===== src/rtl/input_cond.sv =====
// Two-flop synchroniser plus prescaled debounce for slow board status pins.
// Outputs are all registered; change_strb marks any debounced flip in RUN.
module input_cond #(
  parameter int PRESCALE_BITS = 14,
  parameter int STABLE_COUNT  = 4
) (
  input  logic       wb_clk_i,
  input  logic       wb_rst_i,
  input  logic [3:0] user_dip_i,
  input  logic [3:0] config_dip_i,
  input  logic       mmc_wp_i,
  input  logic       mmc_cdetect_i,
  input  logic       flash_busy_n_i,
  output logic [3:0] user_dip,
  output logic [3:0] config_dip,
  output logic       mmc_wp,
  output logic       mmc_cdetect,
  output logic       flash_busy_n,
  output logic       valid,
  output logic       change_strb
);

  localparam int         NCH     = 11;
  localparam logic [2:0] CNT_MAX = 3'(STABLE_COUNT - 1);
  // flash_busy_n idles high (not busy); every other channel idles low
  localparam logic [NCH-1:0] DEB_RST = {1'b1, 10'b00_0000_0000};

  typedef enum logic [1:0] {
    ST_RESET = 2'd0,
    ST_PRIME = 2'd1,
    ST_RUN   = 2'd2
  } state_t;

  state_t                   st_r;
  state_t                   st_nxt_s;
  logic                     load_s;
  logic [NCH-1:0]           raw_s;
  logic [NCH-1:0]           sync1_r;
  logic [NCH-1:0]           sync2_r;
  logic [PRESCALE_BITS-1:0] pre_r;
  logic                     tick_s;
  logic [2:0]               cnt_r     [NCH];
  logic [2:0]               cnt_nxt_s [NCH];
  logic [NCH-1:0]           deb_r;
  logic [NCH-1:0]           deb_nxt_s;
  logic                     flip_s;
  logic                     flip_r;
  logic                     strb_r;
  logic                     valid_r;

  assign raw_s  = {flash_busy_n_i, mmc_cdetect_i, mmc_wp_i, config_dip_i, user_dip_i};
  assign tick_s = &pre_r;

  // Control FSM: RESET -> PRIME, PRIME waits for the first tick to load deb
  always_comb begin
    st_nxt_s = st_r;
    load_s   = 1'b0;
    case (st_r)
      ST_RESET: st_nxt_s = ST_PRIME;
      ST_PRIME: begin
        if (tick_s) begin
          st_nxt_s = ST_RUN;
          load_s   = 1'b1;
        end else begin
          st_nxt_s = ST_PRIME;
        end
      end
      ST_RUN:   st_nxt_s = ST_RUN;
      default:  st_nxt_s = ST_RESET;
    endcase
  end

  // Per-channel stability counting and debounced value update
  always_comb begin
    deb_nxt_s = deb_r;
    flip_s    = 1'b0;
    for (int i = 0; i < NCH; i++) begin
      cnt_nxt_s[i] = cnt_r[i];
      if (load_s) begin
        deb_nxt_s[i] = sync2_r[i];
        cnt_nxt_s[i] = 3'd0;
      end else if (st_r != ST_RUN) begin
        cnt_nxt_s[i] = 3'd0;
      end else if (sync2_r[i] == deb_r[i]) begin
        cnt_nxt_s[i] = 3'd0;
      end else if (!tick_s) begin
        cnt_nxt_s[i] = cnt_r[i];
      end else if (cnt_r[i] == CNT_MAX) begin
        deb_nxt_s[i] = sync2_r[i];
        cnt_nxt_s[i] = 3'd0;
        flip_s       = 1'b1;
      end else begin
        cnt_nxt_s[i] = cnt_r[i] + 3'd1;
      end
    end
  end

  // State, synchroniser, prescaler, counters and output registers
  always_ff @(posedge wb_clk_i) begin
    if (wb_rst_i) begin
      st_r    <= ST_RESET;
      sync1_r <= '0;
      sync2_r <= '0;
      pre_r   <= '0;
      deb_r   <= DEB_RST;
      flip_r  <= 1'b0;
      strb_r  <= 1'b0;
      valid_r <= 1'b0;
      for (int i = 0; i < NCH; i++) begin
        cnt_r[i] <= 3'd0;
      end
    end else begin
      st_r    <= st_nxt_s;
      sync1_r <= raw_s;
      sync2_r <= sync1_r;
      pre_r   <= pre_r + PRESCALE_BITS'(1);
      deb_r   <= deb_nxt_s;
      // strobe lags the deb update by one clock
      flip_r  <= flip_s;
      strb_r  <= flip_r;
      valid_r <= valid_r | load_s;
      for (int i = 0; i < NCH; i++) begin
        cnt_r[i] <= cnt_nxt_s[i];
      end
    end
  end

  assign user_dip     = deb_r[3:0];
  assign config_dip   = deb_r[7:4];
  assign mmc_wp       = deb_r[8];
  assign mmc_cdetect  = deb_r[9];
  assign flash_busy_n = deb_r[10];
  assign valid        = valid_r;
  assign change_strb  = strb_r;

endmodule


===== config.mk =====
export PLATFORM = sky130hd
export DESIGN_NAME = input_cond
export DESIGN_NICKNAME = d
export VERILOG_FILES = /design/src/rtl/input_cond.sv
export SDC_FILE = /design/constraint.sdc
export NUM_CORES = 1
export LEC_CHECK = 0
export ABC_AREA = 1
export CAP_MARGIN = 20
export CORE_MARGIN = 1
export CORE_UTILIZATION = 45
export CTS_CLUSTER_SIZE = 40
export DETAILED_ROUTE_END_ITERATION = 10
export PLACE_DENSITY = 0.69
export SLEW_MARGIN = 30
export SYNTH_ARGS = -nofsm -noshare
export SYNTH_HDL_FRONTEND = slang
export SYNTH_SLANG_ARGS = --single-unit

===== constraint.sdc =====
create_clock -name wb_clk_i -period 2.1 [get_ports wb_clk_i]
set_input_delay 0.42 -clock wb_clk_i [delete_from_list [all_inputs] [get_ports wb_clk_i]]
set_output_delay 0.42 -clock wb_clk_i [all_outputs]
set_load 0.1 [all_outputs]

==> impl_metrics.json <==
{
  "status": "complete, no violations",
  "start_util_pct": 47.1,
  "fin_area_um2": 4200,
  "ant_nets": 0,
  "synth_edf_count": 0,
  "synth_most_common_cell": "nand2_1",
  "worst-setup-path-type": "register to register",
  "yosysTopAreaCell": "dfxtp_1",
  "cp_max_fo": 24,
  "vdd_drop_max_mv": 0.367,
  "grt-busiest-layer": "met2",
  "tightest_slew_ns": 0.448,
  "final_util_pct": 53.8,
  "slew_violations": 0,
  "synth_compound_area_share_pct": 9.60,
  "yosys.area_share.simple_pct": 25.1,
  "grt_util_met1_pct": 23.0,
  "synthTopCellsByCount": "99 x nand2_1, 85 x dfxtp_1, 73 x inv_1, 70 x nor2_1, 42 x a21oi_1",
  "required_ns": 2.35,
  "seq_area_um2": 1700,
  "htreeDepth": 3,
  "yosys.cell_types.count": 26,
  "cp_data_arrival_time_ns": 2.05,
  "grtUsageTotal_pct": 17.3,
  "first_iter_violations": 126,
  "grtUsageMet3_pct": 2.79,
  "hold_path.class": "register to register",
  "synth_top_area_share_pct": 46.3,
  "grt_use_met2_pct": 27.8,
  "seq_area_frac_synth_pct": 46.3,
  "cts_root_buf": "clkbuf_8",
  "slew_headroom_pct": 70.0,
  "core_area_um2": 7810,
  "drc_errors": 0,
  "die_w_um": 92.4,
  "drive_above_1_share_pct": 7.84,
  "rr_endpoint": "deb_r[0]",
  "grt_pass1_vias": 2725,
  "place_congestion": 0.795,
  "synth-seq-cells": 85,
  "wl_um": 6690,
  "port-buffer-count": 25,
  "avgSynthCellArea_um2": 7.47,
  "row_count": 32,
  "syn_inst": 492,
  "r2r-start": "pre_r[0]",
  "crit_start": "pre_r[0]",
  "grt_pass1_wl_um": 11800,
  "power-per-cell-area_nw_per_um2": 712,
  "min_period_over_period_pct": 86.0,
  "die_h_um": 92.4,
  "synth_fa_ha_area_share_pct": 4.08,
  "antenna_found_initial": 0,
  "synth_xor_area_share_pct": 4.77,
  "multiInputGateArea_um2": 1600,
  "worst_setup_path_end_kind": "register",
  "cts.clk_slew.worst_paths_ns": 0.08,
  "vias": 2979,
  "dpl-instance-area_um2": 3990,
  "synth_flop_cell": "dfxtp_1",
  "syn-num-nets": 517,
  "cts-resized-gates": 0,
  "async_reset_ff_share_pct": 0,
  "hold_buffers": 0,
  "finalSetupTns_ns": 0,
  "synth_top_family_by_area": "simple AND/OR/NAND/NOR gates",
  "dieArea_um2": 8530,
  "synth_area_leaders": "dfxtp_1 46%, nand2_1 10%, inv_1 7.5%",
  "cts_tree": "built",
  "r2r_slack_ns": 0.29,
  "synthMuxAreaShare_pct": 0,
  "finalSetupViolations": 0,
  "slowest_delay_ns": 0.35,
  "dpl.hpwl_um": 4780,
  "area_growth_pct": 14.3,
  "crit_chain": "ha_1 -> nand2_1 -> nor2_4 -> nand2_2 -> nor2_4 -> nand2_2 -> a21oi_1 -> nor2_1",
  "critical_path.slowest_cell": "dfxtp_1",
  "viasPerCell": 4.77,
  "synth_area_um2": 3680,
  "crit_path_end": "deb_r[0]",
  "insertedDiodeCount": 0,
  "cts_sinks": 85,
  "hold_viol_final": 0,
  "rr_worst_depth": 8,
  "numCtsBuffers": 9,
  "synth_warnings": 0,
  "nets": 544,
  "grt_max_degree": 32,
  "fin_skew_ns": 0.00964,
  "postCtsSetupBuffers": 0,
  "cap_violations": 0,
  "grt_overflow": 0,
  "fill_cells": 763,
  "firstDrtPassIters": 5,
  "wl_per_cell_um": 10.7,
  "cellLeakagePower_nw": 1.80,
  "grt_setup_unrepaired": "false",
  "startpoint_type": "register",
  "total_power_mw": 2.99,
  "clock_latency_ns": 0.35,
  "clock.fmax_mhz": 554,
  "cts_max_path_buffers": 2,
  "ios": 26,
  "period_needed_ns": 1.81
}
==> where the power goes <==
| part | total [mW] | internal, mW | switching [mW] | leakage, nW |
|---|---|---|---|---|
| sequential | 1.65 | 1.64 | 0.0152 | 0.690 |
| clock | 1.26 | 0.695 | 0.561 | 0.105 |
| combinational | 0.0847 | 0.0434 | 0.0413 | 0.999 |
| total | 2.99 | 2.37 | 0.617 | 1.80 |
==> worst max-delay path, delay by kind of cell, from the launching register on <==
family / cells / cell delay [ns]
AOI/OAI and AO/OA: 1 / 0.25
adders and majority gates: 1 / 0.17
DFF: 1 / 0.35
and+or+nand+nor: 6 / 0.94
==> how the worst min path moves through the flow <==
| stage | startpoint | to | slack, ns | cells past startpoint |
|---|---|---|---|---|
| after CTS | sync1_r[5] | sync2_r[5] | 0.41 | 2 |
| after floorplan | flip_r | change_strb | 0.39 | 2 |
| after global placement | sync1_r[7] | sync2_r[7] | 0.39 | 2 |
| after detailed placement | sync1_r[5] | sync2_r[5] | 0.40 | 2 |
| after global routing | sync1_r[5] | sync2_r[5] | 0.43 | 2 |
| final | sync1_r[5] | sync2_r[5] | 0.40 | 2 |
==> cell usage in the layout (no fill, tap or decap) <==
| cell type | n |
|---|---|
| nand2_1 | 99 |
| dfxtp_1 | 85 |
| inv_1 | 73 |
| nor2_1 | 70 |
| a21oi_1 | 42 |
| nand3_1 | 35 |
| buf_4 | 18 |
| a211oi_1 | 12 |
| ha_1 | 12 |
| clkdlybuf4s50_1 | 12 |
| xnor2_1 | 11 |
| clkbuf_8 | 10 |
| o21ai_0 | 9 |
| xor2_1 | 9 |
| nor3_1 | 5 |
| nand3b_1 | 3 |
| nor2_4 | 2 |
| nand2_2 | 2 |
| or2_2 | 2 |
| bufinv_16 | 2 |
| clkinv_1 | 1 |
| inv_2 | 1 |
| and3_1 | 1 |
| o21a_1 | 1 |
| nand4_1 | 1 |
| nor2_2 | 1 |
| clkinv_2 | 1 |
| clkinvlp_4 | 1 |
| clkbuf_1 | 1 |
| buf_12 | 1 |
==> cell type report <==
class / count / share of cell area [%]
clock inverter: 4 / 1.73
timing repair buffer: 31 / 6.55
clock buffer: 11 / 3.37
sequential: 85 / 40.5
tap: 102 / 3.04
multi-input combinational: 317 / 38.1
inverter: 75 / 6.70
==> routing by layer <==
metal	vias up	part of all wire, %
met5	-	0
met4	0	1.6
met1	1349	51
li1	1588	-
met3	11	2.1
met2	31	45
==> sequential cells by signal, indices dropped and copies added (netlist names) <==
signal	flops
st_r	2
change_strb	1
pre_r	14
cnt_r	33
flip_r	1
deb_r	11
sync1_r	11
valid	1
sync2_r	11
==> cells by family (layout without fill, tap and decap cells) <==
family	Yosys count	in the layout
AO/OA/AOI/OAI	64	64
AND/OR/NAND/NOR	221	221
flip-flops	85	85
XOR/XNOR	20	20
buffers and inverters	90	121
adder cells (fa/ha/maj)	12	12
==> per-stage QoR <==
step                      hold WS [ns]  instances  setup slack, ns
after floorplan                  0.388        492            0.424
after global placement           0.391        610            0.356
after detailed placement         0.396        610            0.285
after CTS                        0.408        625            0.274
after global routing             0.426        625           0.0722
final                            0.405        625            0.293
Note: power is estimated with default switching activity, not from simulation.
